==> src/rtl/db15_joy_responder.sv <==
// db15_joy_responder: DB15 joystick adapter that answers the host's load/clock serial poll with two 16-bit pads.
// Optional DB15_JOY_CHAIN_EN adds ser_in so shifted-out frames are refilled from a downstream adapter.
module db15_joy_responder #(
    parameter int SYNC_STAGES = 2,
    parameter int IDLE_CYCLES = 65535
) (
    input  logic        clk,
    input  logic        reset_n,
    input  logic        joy_load,
    input  logic        joy_clk,
`ifdef DB15_JOY_CHAIN_EN
    input  logic        ser_in,
`endif
    input  logic [15:0] joystick1,
    input  logic [15:0] joystick2,
    output logic        joy_data,
    output logic        frame_done,
    output logic        link_active
);
    localparam int IW = $clog2(IDLE_CYCLES + 1);

    typedef enum logic [1:0] {IDLE, LOAD, SHIFT, DONE} state_t;

    state_t                 state, state_n;
    logic [1:0]             rst_q;
    logic [SYNC_STAGES-1:0] ld_sync, ck_sync;
    logic                   ld_q, ck_q;
    logic [31:0]            shift, shift_n;
    logic [5:0]             cnt, cnt_n;
    logic [IW-1:0]          idle_cnt;
    logic                   data_n, done_n, fill, en;
    logic                   ld_s, ck_s, ld_low, ld_fall, ld_rise, ck_rise, idle_sat;

`ifdef DB15_JOY_CHAIN_EN
    assign fill = ser_in;
`else
    assign fill = 1'b0;
`endif

    // reset is applied asynchronously but released only after two clk edges
    assign en       = rst_q[1];
    assign ld_s     = ld_sync[SYNC_STAGES-1];
    assign ck_s     = ck_sync[SYNC_STAGES-1];
    assign ld_low   = ~ld_s;
    assign ld_fall  = ld_q & ~ld_s;
    assign ld_rise  = ~ld_q & ld_s;
    assign ck_rise  = ~ck_q & ck_s;
    assign idle_sat = idle_cnt == IW'(IDLE_CYCLES);
    assign link_active = ~idle_sat;

    always_ff @(posedge clk or negedge reset_n) begin
        if (!reset_n) begin
            rst_q   <= '0;
            ld_sync <= '1;
            ck_sync <= '1;
            ld_q    <= 1'b1;
            ck_q    <= 1'b1;
        end else begin
            rst_q   <= {rst_q[0], 1'b1};
            ld_sync <= {ld_sync[SYNC_STAGES-2:0], joy_load};
            ck_sync <= {ck_sync[SYNC_STAGES-2:0], joy_clk};
            ld_q    <= ld_s;
            ck_q    <= ck_s;
        end
    end

    always_ff @(posedge clk or negedge reset_n) begin
        if (!reset_n) begin
            state      <= IDLE;
            shift      <= '0;
            cnt        <= '0;
            idle_cnt   <= IW'(IDLE_CYCLES);
            joy_data   <= 1'b1;
            frame_done <= 1'b0;
        end else if (en) begin
            state      <= state_n;
            shift      <= shift_n;
            cnt        <= cnt_n;
            idle_cnt   <= ld_fall ? '0 : idle_sat ? idle_cnt : idle_cnt + IW'(1);
            joy_data   <= data_n;
            frame_done <= done_n;
        end
    end

    // load wins over everything, then the idle timeout, then shifting
    always_comb begin
        state_n = state;
        shift_n = shift;
        cnt_n   = cnt;
        data_n  = joy_data;
        done_n  = 1'b0;
        if (ld_low) begin
            state_n = LOAD;
            shift_n = {joystick2, joystick1};
            cnt_n   = '0;
            data_n  = ~joystick1[0];
        end else if (idle_sat) begin
            state_n = IDLE;
            data_n  = 1'b1;
        end else begin
            case (state)
                IDLE: data_n = 1'b1;
                LOAD: state_n = ld_rise ? SHIFT : LOAD;
                default: if (ck_rise) begin
                    shift_n = {fill, shift[31:1]};
                    data_n  = ~shift[1];
                    cnt_n   = (state == SHIFT) ? cnt + 6'd1 : cnt;
                    done_n  = (state == SHIFT) && (cnt == 6'd31);
                    state_n = done_n ? DONE : state;
                end
            endcase
        end
    end
endmodule

==> config.mk <==
export PLATFORM = sky130hd
export DESIGN_NAME = db15_joy_responder
export DESIGN_NICKNAME = d
export VERILOG_FILES = /design/src/rtl/db15_joy_responder.sv
export SDC_FILE = /design/constraint.sdc
export NUM_CORES = 1
export LEC_CHECK = 0
export ABC_AREA = 1
export CELL_PAD_IN_SITES_DETAIL_PLACEMENT = 1
export CELL_PAD_IN_SITES_GLOBAL_PLACEMENT = 1
export CORE_ASPECT_RATIO = 1.2
export CORE_MARGIN = 2
export CORE_UTILIZATION = 42
export CTS_BUF_LIST = sky130_fd_sc_hd__clkbuf_16
export DETAILED_ROUTE_END_ITERATION = 10
export PLACE_DENSITY = 0.76
export SLEW_MARGIN = 25
export SYNTH_ARGS = -nofsm -noshare
export SYNTH_HDL_FRONTEND = slang
export SYNTH_SLANG_ARGS = --single-unit
==> constraint.sdc <==
create_clock -name clk -period 2.4 [get_ports clk]
set_clock_uncertainty 0.15 [all_clocks]
set_input_delay 0.24 -clock clk [delete_from_list [all_inputs] [get_ports clk]]
set_output_delay 0.24 -clock clk [all_outputs]
set_load 0.005 [all_outputs]
# Word level (Yosys, flattened, before mapping)
# Cells that the tools add are included.
[word_totals]
ff_bits = 66
in_bits = 36
output_inout_bits = 3
wordCells = 69
[op_classes]
n_addsub = 2
eq_ne = 14
muxes = 25
bitwise = 9
n_reduce_logical = 8
[ops]
columns = ["cell", "count"]
rows = [
  ["two-way mux 32 bit", 4],
  ["two-way mux 16 bit", 2],
  ["two-way mux 6 bit", 5],
  ["adder 16 x 1 -> 16 bit (second input constant)", 1],
  ["== test 16 bit (second input constant)", 1],
  ["inequality test 4 x 1 -> 1 bit (second input constant)", 3],
  ["two-way mux 2 bit", 5],
  ["AND reduction 4 bit", 2],
  ["two-way mux 1 bit", 7],
  ["adder 6 x 1 -> 6 bit (second input constant)", 1],
  ["== test 6 x 5 -> 1 bit (second input constant)", 1],
  ["inequality test 2 bit (second input constant)", 3],
  ["inequality test 3 bit (second input constant)", 2],
  ["inverter 1 bit", 6],
  ["AND reduction 5 bit", 1],
  ["inequality test 2 x 1 -> 1 bit (second input constant)", 2],
  ["one-hot mux 2 bit (2 select lines)", 1],
  ["AND 1 bit", 3],
  ["AND reduction 3 bit", 1],
  ["== test 2 x 1 -> 1 bit (second input constant)", 1],
  ["== test 2 bit (second input constant)", 1],
  ["logical NOT 2 bit", 1],
  ["one-hot mux 1 bit (2 select lines)", 1],
  ["AND reduction 2 bit", 1],
  ["other kinds (2)", 2],
]

# Longest topological paths before layout
[depth]
word_depth = 7
depth_mapped = 11
ltp_nobuf = 10

# Worst setup path after synthesis
# OpenSTA, ideal clock, no wires.
[synth_path]
kind = "register to register"
startpoint = "register idle_cnt[0]"
endpoint = "register cnt[3]"
setup_time_ps = 120
arrival_time_ps = 1533
required_time_ps = 2130
setup_slack_ps = 597
path_stages_with_launch = 12
path_buffers = 1
period_less_slack_ps = 1803
cell_sequence = "dfstp_2 > ha_1 > nand3_2 > inv_2 > nand2_4 > nor2_4 > nand2_2 > nand2_2 > buf_6 > nor2_2 > nand2_2 > o21ai_2"
[synth_via]
elab_chain_len = 3
[synth_rtl]
columns = ["element", "line", "rtl"]
rows = [
  ["start: declaration", "30", "logic [IW-1:0] idle_cnt;"],
  ["start signal: assignment", "72", "idle_cnt <= IW'(IDLE_CYCLES);"],
  ["start signal: assignment", "79", "idle_cnt <= ld_fall ? '0 : idle_sat ? idle_cnt : idle_cnt + IW'(1);"],
  ["== test 16 bit", "48", "assign idle_sat = idle_cnt == IW'(IDLE_CYCLES);"],
  ["inequality test 2 bit (no line)", "n/a", ""],
  ["AND reduction 5 bit (no line)", "n/a", ""],
  ["end signal: assignment", "78", "cnt <= cnt_n;"],
  ["end: declaration", "29", "logic [5:0] cnt, cnt_n;"],
]
# Every way passes these cells.
# A chain may end at the register's enable or synchronous reset.

# Worst setup path after layout
[layout_path]
startpoint = "register idle_cnt[0]"
endpoint = "output port link_active"
[layout_via]
elab_chain_len = 2
[layout_rtl]
columns = ["element", "line", "rtl"]
rows = [
  ["== test 16 bit", "48", ""],
  ["inverter 1 bit", "49", "assign link_active = ~idle_sat;"],
  ["end: declaration", "18", "output logic link_active"],
]
# Every way passes these cells.

==> metrics <==
DR vias=about 3,000; Wirelength per Cell=approximately 15 um; Tot Pwr=3.34 mW; clock latency at the later pin of the worst-skew pair=between 0.3 and 0.4 ns; largest net degree at the start of global routing=a little under 60; top fanout value on the critical path=5; Sink Count=65; DRC Markers=0; Final TNS setup=0 ns; clock transition at the registers of the reported paths=0.05 ns; drt via density=5.05; synth top area cells=dfrtp_1 (29%), dfstp_2 (17%), nand2_1 (15%); CTS max path bufs=2; Tot GR Track Use=between 20% and 30%; final hold viol count=0; status=finished clean; Final Util=53.0%; Yosys cell types=39; worst path cell trace=ha_2 -> nand3_4 -> nor2_4 -> nand2_4 -> clkdlybuf4s50_1; PwrDens=768 nW/um^2; DR pass1 iterations=4; detailed placement HPWL=6.24 mm; Syn Area/Cell=8.18 um^2; CP Launch Type=register; core box area=8200 um^2; die height=105 um; Antenna Nets Post-Route=0; placed cell areas=4040 um^2; Worst Path Required=2.01 ns; Fmax=0.435 GHz; CTS Buf Count=9; Tcrit/Tclk final=a little over nine tenths; IO Pins=39; first-pass GRT wire length=15.1 mm; CTS tree=yes; maxcap violations=0; CP peak stage delay=~0.54 ns; initial antenna violation count=0; YS warnings=0; Post-Route WL=8.76 mm; grt ovf=0; Worst Hold Class=input pin to register; port buffer count=38; fin nets=slightly above 500; area grow syn2layout=21.8%; worst path buffer plus inverter count=1; commonest non-fill, non-tap cells in the layout=nand2_1 (141), dfrtp_1 (42), clkdlybuf4s50_1 (37), inv_1 (33), nor2_1 (30); ant diodes=0; share of cells above drive strength 1=21.0%; crit end category=primary output; Worst Path Arrival=1.91 ns; Synth Net Count=474; clock root cell=clkbuf_16; slowest CP cell=dfstp_2; initial DRC count=116; Final setup viols=0; RSZ-0062 raised after global routing=false; fin. max-slew vios=0; Crit path max-delay family=flip-flops; GP Congestion=0.861; Synth area leader=dfrtp_1; cell row count=36; vias in the first global route=3,295; DIE AREA=9250 um^2; register area share after synthesis=46.4%; H-tree levels=3; post-synth top area share=between 20% and 30%; Cells after Synth=436; Synth Cell Area=3570 um^2; maximum VDD drop=457 uV; commonest non-fill, non-tap cell in the layout=nand2_1; critical path start-end classification=register to primary output; FF+latch count, synth=65; initial core utilization=43.5%; Die Wd=88.1 um; Pleak=slightly below 2 nW; Final Critical Period=2.30 ns; Design Area, Final=4340 um^2
-- Yosys cell counts, drive strengths merged --
| cell type | count |
|---|---|
| nand3 | 25 |
| conb | 1 |
| inv | 33 |
| dfstp | 23 |
| nand2 | 155 |
| dfrtp | 42 |
| o31ai | 1 |
| o211ai | 28 |
| a21oi | 5 |
| clkbuf | 3 |
| nand4 | 4 |
| o21bai | 3 |
| clkinv | 2 |
| nor2 | 36 |
| and2 | 2 |
| xor2 | 1 |
| a21boi | 1 |
| o21ai | 21 |
| or2 | 29 |
| nor3 | 2 |
| xnor2 | 2 |
| buf | 13 |
| nor3b | 2 |
| ha | 2 |
-- area by class of cell --
cell class | instances | area (um^2)
fillers | 1003 | 3850
multi-input cells | 320 | 1660
flip-flops and latches | 65 | 1660
repair buffers | 46 | 463
clock buffers | 9 | 225
inverters | 35 | 144
well taps | 114 | 143
clock inverters | 7 | 53.8
-- power by group --
group	total, mW	leakage [nW]	switching, mW	internal (mW)
Combinational	0.648	1.07	0.357	0.291
Clock	1.23	0.144	0.446	0.782
Sequential	1.46	0.764	0.131	1.33
Total	3.34	1.97	0.934	2.40
-- final timing paths --
| path | start | end | slack, ns | cells past startpoint |
|---|---|---|---|---|
| max reg2reg | idle_cnt[0] | cnt[0] | 0.31 | 9 |
| min | joy_load | ld_sync[0] | 0.17 | 1 |
| min reg2reg | rst_q[0] | rst_q[1] | 0.20 | 0 |
| min in group asynchronous | reset_n | idle_cnt[3] | 0.39 | 2 |
| max | idle_cnt[0] | link_active | 0.10 | 5 |
| max in group asynchronous | reset_n | idle_cnt[15] | 1.32 | 3 |
-- what timing repair did --
| item | in CTS | in global routing |
|---|---|---|
| hold buffers | 1 | 0 |
| endpoints found under the hold margin | 50 | 0 |
| endpoints found under the setup margin | 0 | 1 |
| buffers inserted | 0 | 1 |
| resized for setup | 0 | 2 |
-- sequential cells by signal, indices dropped and copies added, names as in the netlist --
name and cells:
shift 31, idle_cnt 16, cnt 6, ck_sync 2, ld_sync 2, rst_q 2
state 2, ck_q 1, frame_done 1, joy_data 1, ld_q 1
-- logic make-up (layout without fill, tap and decap cells) --
logic type | count (synthesis) | count (layout) | synth area share (%)
DFF | 65 | 65 | 46.4
buffers and inverters | 51 | 97 | 7.33
adders and majority gates | 2 | 2 | 0.702
other | 1 | 1 | 0.105
and+or+nand+nor | 255 | 255 | 33.4
xor gates and xnor gates | 3 | 3 | 0.737
AOI/OAI and AO/OA | 59 | 59 | 11.3
-- per-layer routing --
| layer | global-route usage [%] | up-vias | part of all wire, % | wire, um |
|---|---|---|---|---|
| met5 | 0 | - | 0 | 0 |
| met1 | 24.3 | 1484 | 42 | 3640 |
| met3 | 3.08 | 15 | 2.0 | 178 |
| li1 | - | 1474 | - | - |
| met2 | 37.0 | 35 | 54 | 4740 |
| met4 | 9.74 | 0 | 2.4 | 206 |
-- worst register-to-register path, stage by stage, from the launching register on --
cell      delay (ns)
dfstp_2         0.54
ha_2            0.22
nand3_4         0.12
inv_2           0.12
nand2_4         0.08
o21bai_4        0.15
nand2_4         0.23
nand2_2         0.23
nand2_1         0.07
o21ai_0         0.08
-- stage by stage --
stage                     hold slack, ns  cells  setup slack, ns
after global routing               0.159    596           0.0177
after floorplan                   -0.206    436            0.597
after CTS                          0.162    595           0.0103
after global placement             0.187    578            0.368
final                              0.174    596            0.102
after detailed placement           0.191    578            0.266
(Power assumes the default switching activity.)
